<file path="src/rtl/fifo_word_packer.sv">
// Drains WIDTH-bit words from a synchronous FIFO and packs RATIO of them into one wide beat
// on a valid/ready stream; flush closes a partial beat and marks it last.
module fifo_word_packer #(
   parameter int unsigned WIDTH = 4,
   parameter int unsigned RATIO = 4
) (
   input  logic                   clk,
   input  logic                   rst,
   input  logic                   fifo_empty,
   output logic                   fifo_rd_en,
   input  logic [WIDTH-1:0]       fifo_dout,
   input  logic                   flush,
   output logic                   m_valid,
   input  logic                   m_ready,
   output logic [WIDTH*RATIO-1:0] m_data,
   output logic [RATIO-1:0]       m_mask,
   output logic                   m_last,
   output logic                   busy
);

   localparam int unsigned CNT_W = $clog2(RATIO + 1);
   localparam logic [CNT_W-1:0] FULL = CNT_W'(RATIO);

   logic [WIDTH*RATIO-1:0] acc_q, acc_d, acc_arr;
   logic [CNT_W-1:0]       count_q, count_d, cnt_arr;
   logic                   inflight_q;
   logic                   flush_pending_q, flush_pending_d;
   logic                   m_valid_q, m_valid_d;
   logic [WIDTH*RATIO-1:0] m_data_q, m_data_d;
   logic [RATIO-1:0]       m_mask_q, m_mask_d, mask_arr;
   logic                   m_last_q, m_last_d;
   logic                   flush_eff, out_free, beat_done, load, empty_flush;

   always_comb begin
      // A flush arriving this cycle applies to a beat loading this cycle.
      flush_eff = flush_pending_q | flush;
      cnt_arr   = count_q + CNT_W'(inflight_q);

      acc_arr  = acc_q;
      mask_arr = '0;
      for (int unsigned k = 0; k < RATIO; k++) begin
         if (inflight_q && (count_q == CNT_W'(k))) begin
            acc_arr[k*WIDTH +: WIDTH] = fifo_dout;
         end
         mask_arr[k] = (CNT_W'(k) < cnt_arr);
      end

      // Extra bit: count + inflight may reach RATIO+1 bits of range.
      fifo_rd_en = !fifo_empty && !flush_pending_q &&
                   ((CNT_W+1)'(count_q) + (CNT_W+1)'(inflight_q) < (CNT_W+1)'(RATIO));

      out_free    = !m_valid_q || m_ready;
      beat_done   = (cnt_arr == FULL) || (flush_eff && !inflight_q && (count_q != '0));
      load        = out_free && beat_done;
      empty_flush = flush_eff && !inflight_q && (count_q == '0);

      acc_d           = acc_arr;
      count_d         = cnt_arr;
      flush_pending_d = flush_eff;
      m_valid_d       = m_valid_q && !m_ready;
      m_data_d        = m_data_q;
      m_mask_d        = m_mask_q;
      m_last_d        = m_last_q;

      if (load) begin
         acc_d           = '0;
         count_d         = '0;
         flush_pending_d = 1'b0;
         m_valid_d       = 1'b1;
         m_data_d        = acc_arr;
         m_mask_d        = mask_arr;
         m_last_d        = flush_eff;
      end else if (empty_flush) begin
         flush_pending_d = 1'b0;
      end
   end

   always_ff @(posedge clk) begin
      if (rst) begin
         acc_q           <= '0;
         count_q         <= '0;
         inflight_q      <= 1'b0;
         flush_pending_q <= 1'b0;
         m_valid_q       <= 1'b0;
         m_data_q        <= '0;
         m_mask_q        <= '0;
         m_last_q        <= 1'b0;
      end else begin
         acc_q           <= acc_d;
         count_q         <= count_d;
         inflight_q      <= fifo_rd_en;
         flush_pending_q <= flush_pending_d;
         m_valid_q       <= m_valid_d;
         m_data_q        <= m_data_d;
         m_mask_q        <= m_mask_d;
         m_last_q        <= m_last_d;
      end
   end

   assign m_valid = m_valid_q;
   assign m_data  = m_data_q;
   assign m_mask  = m_mask_q;
   assign m_last  = m_last_q;
   assign busy    = (count_q != '0) || inflight_q || m_valid_q || flush_pending_q;

endmodule

</file>
<file path="config.mk">
export PLATFORM = sky130hd
export DESIGN_NAME = fifo_word_packer
export DESIGN_NICKNAME = d
export VERILOG_FILES = /design/src/rtl/fifo_word_packer.sv
export SDC_FILE = /design/constraint.sdc
export NUM_CORES = 1
export LEC_CHECK = 0
export ABC_AREA = 0
export BUFFER_PORTS_ARGS = -buffer_cell sky130_fd_sc_hd__buf_2
export CAP_MARGIN = 20
export CORE_MARGIN = 2
export CORE_UTILIZATION = 41
export DETAILED_ROUTE_END_ITERATION = 10
export GPL_TIMING_DRIVEN = 0
export MAX_ROUTING_LAYER = met4
export SLEW_MARGIN = 20
export SYNTH_ARGS = -nofsm -noshare
export SYNTH_HDL_FRONTEND = slang
export SYNTH_SLANG_ARGS = --single-unit
</file>
<file path="constraint.sdc">
create_clock -name clk -period 2.7 [get_ports clk]
set_input_delay 0.27 -clock clk [delete_from_list [all_inputs] [get_ports clk]]
set_output_delay 0.27 -clock clk [all_outputs]
set_load 0.02 [all_outputs]
</file>
==> results of run 1 <==
==> sequential cells by signal (all words and copies together), names as in the netlist <==
signal,count
acc_q,16
count_q,3
flush_pending_q,1
inflight_q,1
m_data,16
m_last,1
m_mask,4
m_valid,1
==> metrics by stage <==
| step | utilization | worst slack [ps] |
|---|---|---|
| after floorplan | - | 670 |
| after global placement | 0.471 | 516 |
| after detailed placement | 0.471 | 462 |
| after CTS | 0.497 | 356 |
| after global routing | 0.497 | 303 |
| final | 0.497 | 372 |
==> worst paths after layout <==
| kind | from | end | slack [ps] | depth (start not counted) |
|---|---|---|---|---|
| worst min-delay path | fifo_empty | inflight_q | 270 | 3 |
| worst min register to register | acc_q[10] | acc_q[10] | 500 | 2 |
| worst max register to register | count_q[0] | m_data[1] | 450 | 7 |
| worst max-delay path | count_q[0] | fifo_rd_en | 370 | 5 |
==> synth_stat cells <==
master                      instances  area share
sky130_fd_sc_hd__a211oi_2          10       0.069
sky130_fd_sc_hd__buf_4              1      0.0041
sky130_fd_sc_hd__nand4bb_1          1      0.0062
sky130_fd_sc_hd__buf_2              2      0.0055
sky130_fd_sc_hd__nor3_4             1      0.0090
sky130_fd_sc_hd__nor2_1            20       0.041
sky130_fd_sc_hd__mux2i_1           16       0.088
sky130_fd_sc_hd__nor2_8             1       0.011
sky130_fd_sc_hd__dfxtp_1           43        0.47
sky130_fd_sc_hd__nand2_1            2      0.0041
sky130_fd_sc_hd__xnor2_2            1      0.0090
sky130_fd_sc_hd__buf_6              4       0.025
sky130_fd_sc_hd__nor2b_1            3       0.010
sky130_fd_sc_hd__clkbuf_1           7       0.014
sky130_fd_sc_hd__nor4b_4            1       0.013
sky130_fd_sc_hd__or2_2              2      0.0069
sky130_fd_sc_hd__nand2b_1           1      0.0034
sky130_fd_sc_hd__nand3_1            2      0.0055
sky130_fd_sc_hd__nor4_1             2      0.0069
sky130_fd_sc_hd__nor3b_1            2      0.0083
sky130_fd_sc_hd__ha_1               2       0.014
sky130_fd_sc_hd__o32a_4             1       0.012
sky130_fd_sc_hd__a21o_1             1      0.0041
sky130_fd_sc_hd__buf_1              1      0.0021
sky130_fd_sc_hd__a211oi_1           9       0.037
sky130_fd_sc_hd__and4bb_1           1      0.0069
sky130_fd_sc_hd__o41ai_1            1      0.0048
sky130_fd_sc_hd__nand4b_1           1      0.0048
sky130_fd_sc_hd__o21ai_0            1      0.0028
sky130_fd_sc_hd__a21oi_1           23       0.063
sky130_fd_sc_hd__a311oi_1           1      0.0048
sky130_fd_sc_hd__xor2_1             1      0.0048
sky130_fd_sc_hd__nor3_1             3      0.0083
sky130_fd_sc_hd__o32ai_4            1       0.015
==> metal layers <==
| metal | global-route usage | share of wire | vias up |
|---|---|---|---|
| met5 | - | 0 | - |
| met4 | 0.0545 | 0.0067 | 0 |
| met3 | 0.0456 | 0.037 | 2 |
| met2 | 0.283 | 0.48 | 27 |
| met1 | 0.200 | 0.47 | 658 |
| li1 | - | - | 687 |
==> report_power, final <==
part           switching [uW]  internal, uW  total, uW
Combinational             130          82.7        213
Clock                     220           275        495
Sequential               18.4           664        683
==> final cells by class <==
cell class	count	area, um2
buffer	15	92.6
clock buffer	5	68.8
clock inverter	3	43.8
fill	428	2170
multi-input combinational	111	863
sequential	43	861
tap	52	65.1
timing repair buffer	31	155
==> worst max-delay path: stages, from the launching register on <==
cell and delay (ps):
sky130_fd_sc_hd__dfxtp_1 400, sky130_fd_sc_hd__ha_1 260, sky130_fd_sc_hd__ha_1 260, sky130_fd_sc_hd__or2_2 320, sky130_fd_sc_hd__a211oi_1 300, sky130_fd_sc_hd__buf_2 220
==> logic make-up (layout without fill, tap and decap cells) <==
group,Yosys count,count (layout)
compound gates,48,48
flops,43,43
simple gates,43,43
mux,16,16
buf+inv,15,54
fa+ha+maj,2,2
xor+xnor,2,2
==> impl_summary.txt, run 1 <==
----------------------------------------------------
[Synth]
  Net count after synthesis ... 180
  Adder-Cell Fraction of Synth Area ... 0.0138
  Synth cell types ... 34
  Share of cell area taken by muxes after synthesis ... 0.0882
  Main combinational cell family by area after synthesis ... compound AO/OA/AOI/OAI gates
  Synth Cell Area ... 1820 um2
  Register area share after synthesis ... 0.474
  XOR/XNOR share of the synthesized area ... 0.0138
  Number of warnings reported in the yosys synthesis log ... 0
  Area fraction in compound gates after synthesis ... 0.213
  Simple-gate share of the synthesized area ... 0.146
  Syn Inst Count ... 169
  Average instance area after synthesis ... 10.7 um2
  Flip-flop and latch count after synthesis ... 43

[STA]
  Setup TNS after final layout ... 0 ps
  Final-layout worst hold slack ... 268 ps
  Final setup viols ... 0
  Final max-slew violation count ... 0
  Maximum clock rate ... 0.430 GHz
  Number of hold violations in the final report ... 0
  RSZ-0062 raised after global routing ... no
  Worst-Margin Slew ... 685 ps
  Slew margin rel. ... 0.543
  Final Cycle Share ... 0.862
  Worst clock skew on the final layout ... 8.27 ps
  Min Tclk post-route ... 2330 ps

[Layout]
  Area growth syn-to-layout ... 18.3%
  Top library cells by usage in the layout, fill and taps aside ... sky130_fd_sc_hd__dfxtp_1 (43), sky130_fd_sc_hd__buf_2 (33), sky130_fd_sc_hd__a21oi_1 (23), sky130_fd_sc_hd__nor2_1 (20), sky130_fd_sc_hd__mux2i_1 (16)
  Antenna diode count ... 0
  Cell area after layout ... 2150 um2
  Nets@finish ... 218
  Filler-free cell count of the finished design ... 260
  Layout cells sized above 1 ... 0.308
  Most common library cell in the layout ignoring fill and taps ... sky130_fd_sc_hd__dfxtp_1

[Clock network]
  TritonCTS buffer count ... 5
  Clk pin slew, worst setup/hold paths ... 80 ps
  Maximum count of clock buffers along a single path ... 2
  Number of levels in the clock H-tree ... 2
  TritonCTS clock tree ... yes
  Root buffer selected by CTS ... sky130_fd_sc_hd__clkbuf_8
  Number of buffers inserted by hold repair at cts ... 0
  Quantity of gates resized following cts ... 0
  Later-pin clock latency in the skew report ... 290 ps
  Post-CTS Setup Repair Bufs ... 0
  Total number of clock tree sinks ... 43

[Floorplan]
  Effective utilization at floorplan ... 0.420
  Ports ... 33
  Core Footprint ... 4320 um2
  Width of the chip ... 70.6 um
  Vertical extent of the die ... 70.6 um
  Number of standard-cell rows in the floorplan ... 24
  Total Die Area ... 4980 um2

[Worst setup path]
  Critical path startpoint category ... flop
  Type of element capturing the critical path ... output pin
  Critical Setup Path Class ... reg2out
  Data required time at the worst endpoint ... 2430 ps
  Critical path peak fanout ... 6
  WP data arrival ... 2060 ps

[Placement]
  Total placed instance area ... 2040 um2
  Number of placed cells counting well taps ... 252
  Detailed placer's ending HPWL ... 2800 um
  Quantity of I/O buffers inserted on ports ... 31
  Final weighted congestion in routability-driven placement ... 0.866

[Routing]
  Pre-antenna DRT Iters ... 5
  Avg WL per Cell ... 15.0 um
  Via density ... 5.28
  Detailed-route DRC error count ... 0
  Total wire length after detailed routing ... 3900 um
  Antenna Violating Nets Remaining ... 0
  Via total after detailed routing ... 1,374
  Initial DRC Count ... 41

[Power]
  Power density cells ... 647 nW/um2
  Design Power ... 1390 uW
  Leakage ... 0.000888 uW
  Worst IR Drop VDD ... 0.342 mV

[Global route]
  Number of global-route vias before repair ... 1,350
  Remaining global-route overflow ... 0
  GR Util All Layers ... 0.170
  Largest net degree at the start of global routing ... 15
  Wire length of the first global-routing pass ... 6440 um
  Number of antenna violations at the first check in global routing ... 0

[Hold path]
  Hold WC Path Type ... in2reg

[Run status]
  Result of the run ... finished clean

[Flow run]
  Max Cap Violations ... 0

----------------------------------------------------
(Power assumes the default switching activity.)
==> run 2: changes to the inputs <==
Clock period 2.7 ns to 2 ns, I/O delays scaled along.
==> impl_summary.txt, run 2 (synthesis gave the netlist of run 1 again) <==
----------------------------------------------------
[Clock network]
  Total number of clock tree sinks ... 43
  TritonCTS clock tree ... yes
  Root buffer selected by CTS ... sky130_fd_sc_hd__clkbuf_8
  Number of buffers inserted by hold repair at cts ... 0
  Maximum count of clock buffers along a single path ... 2
  Later-pin clock latency in the skew report ... 290 ps
  TritonCTS buffer count ... 5
  Number of levels in the clock H-tree ... 2
  Clk pin slew, worst setup/hold paths ... 70 ps

[STA]
  Worst clock skew on the final layout ... 7.52 ps
  Setup slack after layout ... 69.2 ps
  Worst-Margin Slew ... 661 ps
  Final max-slew violation count ... 0
  Final-layout worst hold slack ... 191 ps
  Setup TNS after final layout ... 0 ps
  Final setup viols ... 0
  Min Tclk post-route ... 1930 ps
  RSZ-0062 raised after global routing ... no
  Slew margin rel. ... 0.559
  Final Cycle Share ... 0.965
  Number of hold violations in the final report ... 0
  Maximum clock rate ... 0.518 GHz

[Layout]
  Fill cell count ... 427
  Most common library cell in the layout ignoring fill and taps ... sky130_fd_sc_hd__dfxtp_1
  Multi-input combinational cell area ... 907 um2
  Filler-free cell count of the finished design ... 267
  Area growth syn-to-layout ... 24.4%
  Layout cells sized above 1 ... 0.349
  Top library cells by usage in the layout, fill and taps aside ... sky130_fd_sc_hd__dfxtp_1 (41), sky130_fd_sc_hd__buf_2 (31), sky130_fd_sc_hd__a21oi_1 (23), sky130_fd_sc_hd__nor2_1 (20), sky130_fd_sc_hd__mux2i_1 (16)
  Antenna diode count ... 0
  Nets@finish ... 225
  Final Util ... 0.523
  Register cell area after layout ... 866 um2

[Routing]
  Via density ... 5.28
  Initial DRC Count ... 46
  Detailed-route DRC error count ... 0
  Via total after detailed routing ... 1,411
  Highest metal layer with signal wires ... met4
  Avg WL per Cell ... 14.9 um
  Total wire length after detailed routing ... 3980 um
  DR WL met3 ... 176 um
  Wire length on met1 ... 1810 um
  Antenna Violating Nets Remaining ... 0
  Met2 layer wire length in the routed design ... 1930 um
  Pre-antenna DRT Iters ... 4

[Global route]
  GR Util All Layers ... 0.173
  Remaining global-route overflow ... 0
  Largest net degree at the start of global routing ... 14
  Number of global-route vias before repair ... 1,364
  Number of antenna violations at the first check in global routing ... 0
  Wire length of the first global-routing pass ... 6530 um

[Flow run]
  Max Cap Violations ... 0

[Floorplan]
  Ports ... 33
  Width of the chip ... 70.6 um
  Effective utilization at floorplan ... 0.420
  Number of standard-cell rows in the floorplan ... 24
  Total Die Area ... 4980 um2
  Core Footprint ... 4320 um2
  Vertical extent of the die ... 70.6 um

[Worst setup path]
  Cell with the biggest individual delay on the critical path ... sky130_fd_sc_hd__dfxtp_4
  Longest individual stage delay on the worst path ... 360 ps
  WP data arrival ... 1730 ps
  Crit path top cell by count ... sky130_fd_sc_hd__ha_4
  Type of element capturing the critical path ... output pin
  Critical Setup Path Class ... reg2out
  Number of buffers and inverters on the critical path ... 1
  Critical path peak fanout ... 3
  Data required time at the worst endpoint ... 1800 ps
  Critical path startpoint category ... flop
  Largest delay contributor family on the critical path ... flip-flops
  CP Cell Sequence ... ha_4 > ha_4 > or2_2 > a211oi_2 > buf_4

[Placement]
  DP Worst Slack ... -169 ps
  Detailed placer's ending HPWL ... 2810 um
  Quantity of I/O buffers inserted on ports ... 31
  Final weighted congestion in routability-driven placement ... 0.865
  Number of placed cells counting well taps ... 252

[Power]
  Power density cells ... 788 nW/um2
  Leakage ... 0.000918 uW
  Worst IR Drop VDD ... 0.446 mV

[Hold path]
  Hold WC Path Type ... in2reg

[Run status]
  Result of the run ... finished clean

----------------------------------------------------
==> run 2: cell types whose count changed in the layout (fill, tap and decap cells not counted), sizes merged <==
| cell | previous run | this run |
|---|---|---|
| buf | 39 | 45 |
| clkinvlp | 0 | 1 |
| bufbuf | 0 | 1 |
| clkinv | 2 | 1 |
| bufinv | 1 | 0 |
| clkbuf | 12 | 13 |
==> run 2: final cells by class <==
cell class,count,share of cell area
Multi-Input combinational cell,111,0.401
Sequential cell,43,0.383
Tap cell,52,0.0288
Buffer,15,0.0454
Timing Repair Buffer,38,0.104
Clock inverter,2,0.00553
Clock buffer,6,0.0321
==> run 2: worst reg2reg max path, cell delays in order (launching register included) <==
cell	delay, ps
sky130_fd_sc_hd__dfxtp_4	360
sky130_fd_sc_hd__ha_4	170
sky130_fd_sc_hd__ha_4	230
sky130_fd_sc_hd__or2_4	270
sky130_fd_sc_hd__o32a_4	250
sky130_fd_sc_hd__nor2_8	150
sky130_fd_sc_hd__bufbuf_16	280
sky130_fd_sc_hd__a211oi_2	60
==> run 2: timing repair <==
| action | CTS | global route |
|---|---|---|
| cloned | 1 | 0 |
| pin swaps | 2 | 1 |
| resized for setup | 12 | 1 |
| buffers inserted | 3 | 3 |
| endpoints found under the setup margin | 31 | 7 |
==> run 2: routing by layer <==
layer / track usage / vias to the layer above
met5: - / -
met4: 0.0545 / 0
met1: 0.207 / 661
li1: - / 701
met3: 0.0442 / 9
met2: 0.289 / 40
==> run 2: final timing paths <==
path	slack, ps	endpoint	cells after the start	startpoint
max	70	fifo_rd_en	5	count_q[0]
min	190	inflight_q	3	fifo_empty
max reg2reg	110	m_data[14]	7	count_q[0]
min reg2reg	500	acc_q[10]	2	acc_q[10]
==> run 2: power breakdown <==
part / internal [uW] / total, uW / switching (uW) / leakage (uW)
clock: 244 / 535 / 291 / 0.0000412
combinational: 142 / 327 / 185 / 0.000527
sequential: 897 / 920 / 22.4 / 0.000350
==> run 2: metrics by stage <==
stage               total power (uW)  cell area [um2]
finish                          1780             2260
global route                    1860             2260
CTS                             1790             2230
detailed placement              1230             2040
global placement                1220             2040
floorplan                       1150             1820
==> run 3: changes to the inputs <==
Settings changed: SETUP_SLACK_MARGIN set to 0.5.
==> impl_summary.txt, run 3 (synthesis gave the netlist of run 1 again) <==
----------------------------------------------------
[Hold path]
  Worst hold path depth ... 3
  Hold WC Path Type ... in2reg

[Layout]
  Antenna diode count ... 0
  Filler-free cell count of the finished design ... 275
  Nets@finish ... 233
  Top library cells by usage in the layout, fill and taps aside ... sky130_fd_sc_hd__dfxtp_1 (40), sky130_fd_sc_hd__buf_2 (31), sky130_fd_sc_hd__a211oi_2 (17), sky130_fd_sc_hd__mux2i_1 (12), sky130_fd_sc_hd__a21oi_1 (11)
  Most common library cell in the layout ignoring fill and taps ... sky130_fd_sc_hd__dfxtp_1
  Area growth syn-to-layout ... 47.9%
  Layout cells sized above 1 ... 0.578

[Global route]
  GR Util All Layers ... 0.200
  Remaining global-route overflow ... 0
  Number of global-route vias before repair ... 1,540
  Number of antenna violations at the first check in global routing ... 0
  Largest net degree at the start of global routing ... 14
  Wire length of the first global-routing pass ... 7580 um

[Clock network]
  Number of buffers inserted by hold repair at cts ... 0
  Maximum count of clock buffers along a single path ... 2
  Total number of clock tree sinks ... 43
  Number of levels in the clock H-tree ... 2
  Clk pin slew, worst setup/hold paths ... 80 ps
  Later-pin clock latency in the skew report ... 300 ps
  Root buffer selected by CTS ... sky130_fd_sc_hd__clkbuf_8
  TritonCTS buffer count ... 5
  TritonCTS clock tree ... yes

[Worst setup path]
  Longest individual stage delay on the worst path ... 360 ps
  Critical Setup Path Class ... reg2out
  Path length in cells of the critical path ... 5
  Type of element capturing the critical path ... output pin
  Worst reg-to-reg path cell count ... 5
  Cell with the biggest individual delay on the critical path ... sky130_fd_sc_hd__dfxtp_4
  CP Cell Sequence ... ha_4 > ha_4 > or2_4 > a211oi_4 > buf_6
  Critical path startpoint category ... flop
  Critical path peak fanout ... 3
  Number of buffers and inverters on the critical path ... 1
  WP data arrival ... 1610 ps
  Largest delay contributor family on the critical path ... flip-flops
  Crit path top cell by count ... sky130_fd_sc_hd__ha_4
  Data required time at the worst endpoint ... 1800 ps

[Routing]
  Detailed-route DRC error count ... 0
  Initial DRC Count ... 67
  Avg WL per Cell ... 16.7 um
  Total wire length after detailed routing ... 4590 um
  Via total after detailed routing ... 1,475
  Antenna Violating Nets Remaining ... 0
  Via density ... 5.36
  Pre-antenna DRT Iters ... 4

[Flow run]
  Max Cap Violations ... 0

[Placement]
  DP Worst Slack ... 142 ps
  Quantity of I/O buffers inserted on ports ... 31
  Final weighted congestion in routability-driven placement ... 0.867
  Detailed placer's ending HPWL ... 2770 um
  Number of placed cells counting well taps ... 252

[Power]
  Power density cells ... 780 nW/um2
  Leakage ... 0.00104 uW
  Worst IR Drop VDD ... 0.480 mV

[STA]
  Final setup viols ... 0
  Setup slack after layout ... 188 ps
  Number of hold violations in the final report ... 0
  Final max-slew violation count ... 0
  Worst-Margin Slew ... 723 ps
  Final Cycle Share ... 0.906
  Slew margin rel. ... 0.518
  RSZ-0062 raised after global routing ... yes
  Min Tclk post-route ... 1810 ps
  Maximum clock rate ... 0.552 GHz
  Setup TNS after final layout ... 0 ps
  Worst clock skew on the final layout ... 5.21 ps

[Floorplan]
  Total Die Area ... 4980 um2
  Vertical extent of the die ... 70.6 um
  Width of the chip ... 70.6 um
  Effective utilization at floorplan ... 0.420
  Number of standard-cell rows in the floorplan ... 24
  Ports ... 33
  Core Footprint ... 4320 um2

[Run status]
  Result of the run ... finished clean

----------------------------------------------------
[run 3: metrics by stage]
step                utilization  total power (uW)  instance area, um2  hold WS [ps]
global route              0.622              2180                2690           201
CTS                       0.577              2060                2500           205
finish                    0.622              2100                2690           202
detailed placement        0.489              1250                2110           500
floorplan                     -              1160                1890           379
global placement          0.489              1240                2110           485
[run 3: tightest hold or removal path: stages]
cell and delay (ps):
sky130_fd_sc_hd__buf_2 100, sky130_fd_sc_hd__a211oi_4 40, sky130_fd_sc_hd__nor2b_1 120
[run 3: final timing paths]
check | from | endpoint | slack, ps
hold / removal | fifo_empty | inflight_q | 200
setup / recovery | count_q[0] | fifo_rd_en | 190
hold reg to reg | m_mask[0] | m_mask[0] | 510
setup reg to reg | inflight_q | m_data[11] | 200
[run 3: final cells by class]
type                            count  area [um2]
Timing Repair Buffer               46         369
Fill cell                         362        1640
Clock inverter                      1        30.0
Tap cell                           52        65.1
Multi-Input combinational cell    111        1140
Buffer                             15         115
Clock buffer                        7        97.6
Sequential cell                    43         870
[run 3: routing by layer]
| metal | global-route usage | routed length (um) | part of all wire |
|---|---|---|---|
| met1 | 0.247 | 2070 | 0.45 |
| met2 | 0.338 | 2300 | 0.50 |
| met3 | 0.0342 | 159 | 0.035 |
| met4 | 0.0587 | 53 | 0.012 |
| met5 | - | 0 | 0 |
[run 3: repair_timing]
item                                    in CTS  in global routing
endpoints found under the setup margin      41                 44
cloned                                       4                  0
pin swaps                                   18                 21
setup buffers                                9                  2
gates resized for setup                     30                 48
[run 3: where the power goes]
group          switching (uW)  internal [uW]  total, uW
Sequential               26.8            897        923
Clock                     305            449        754
Combinational             228            191        419
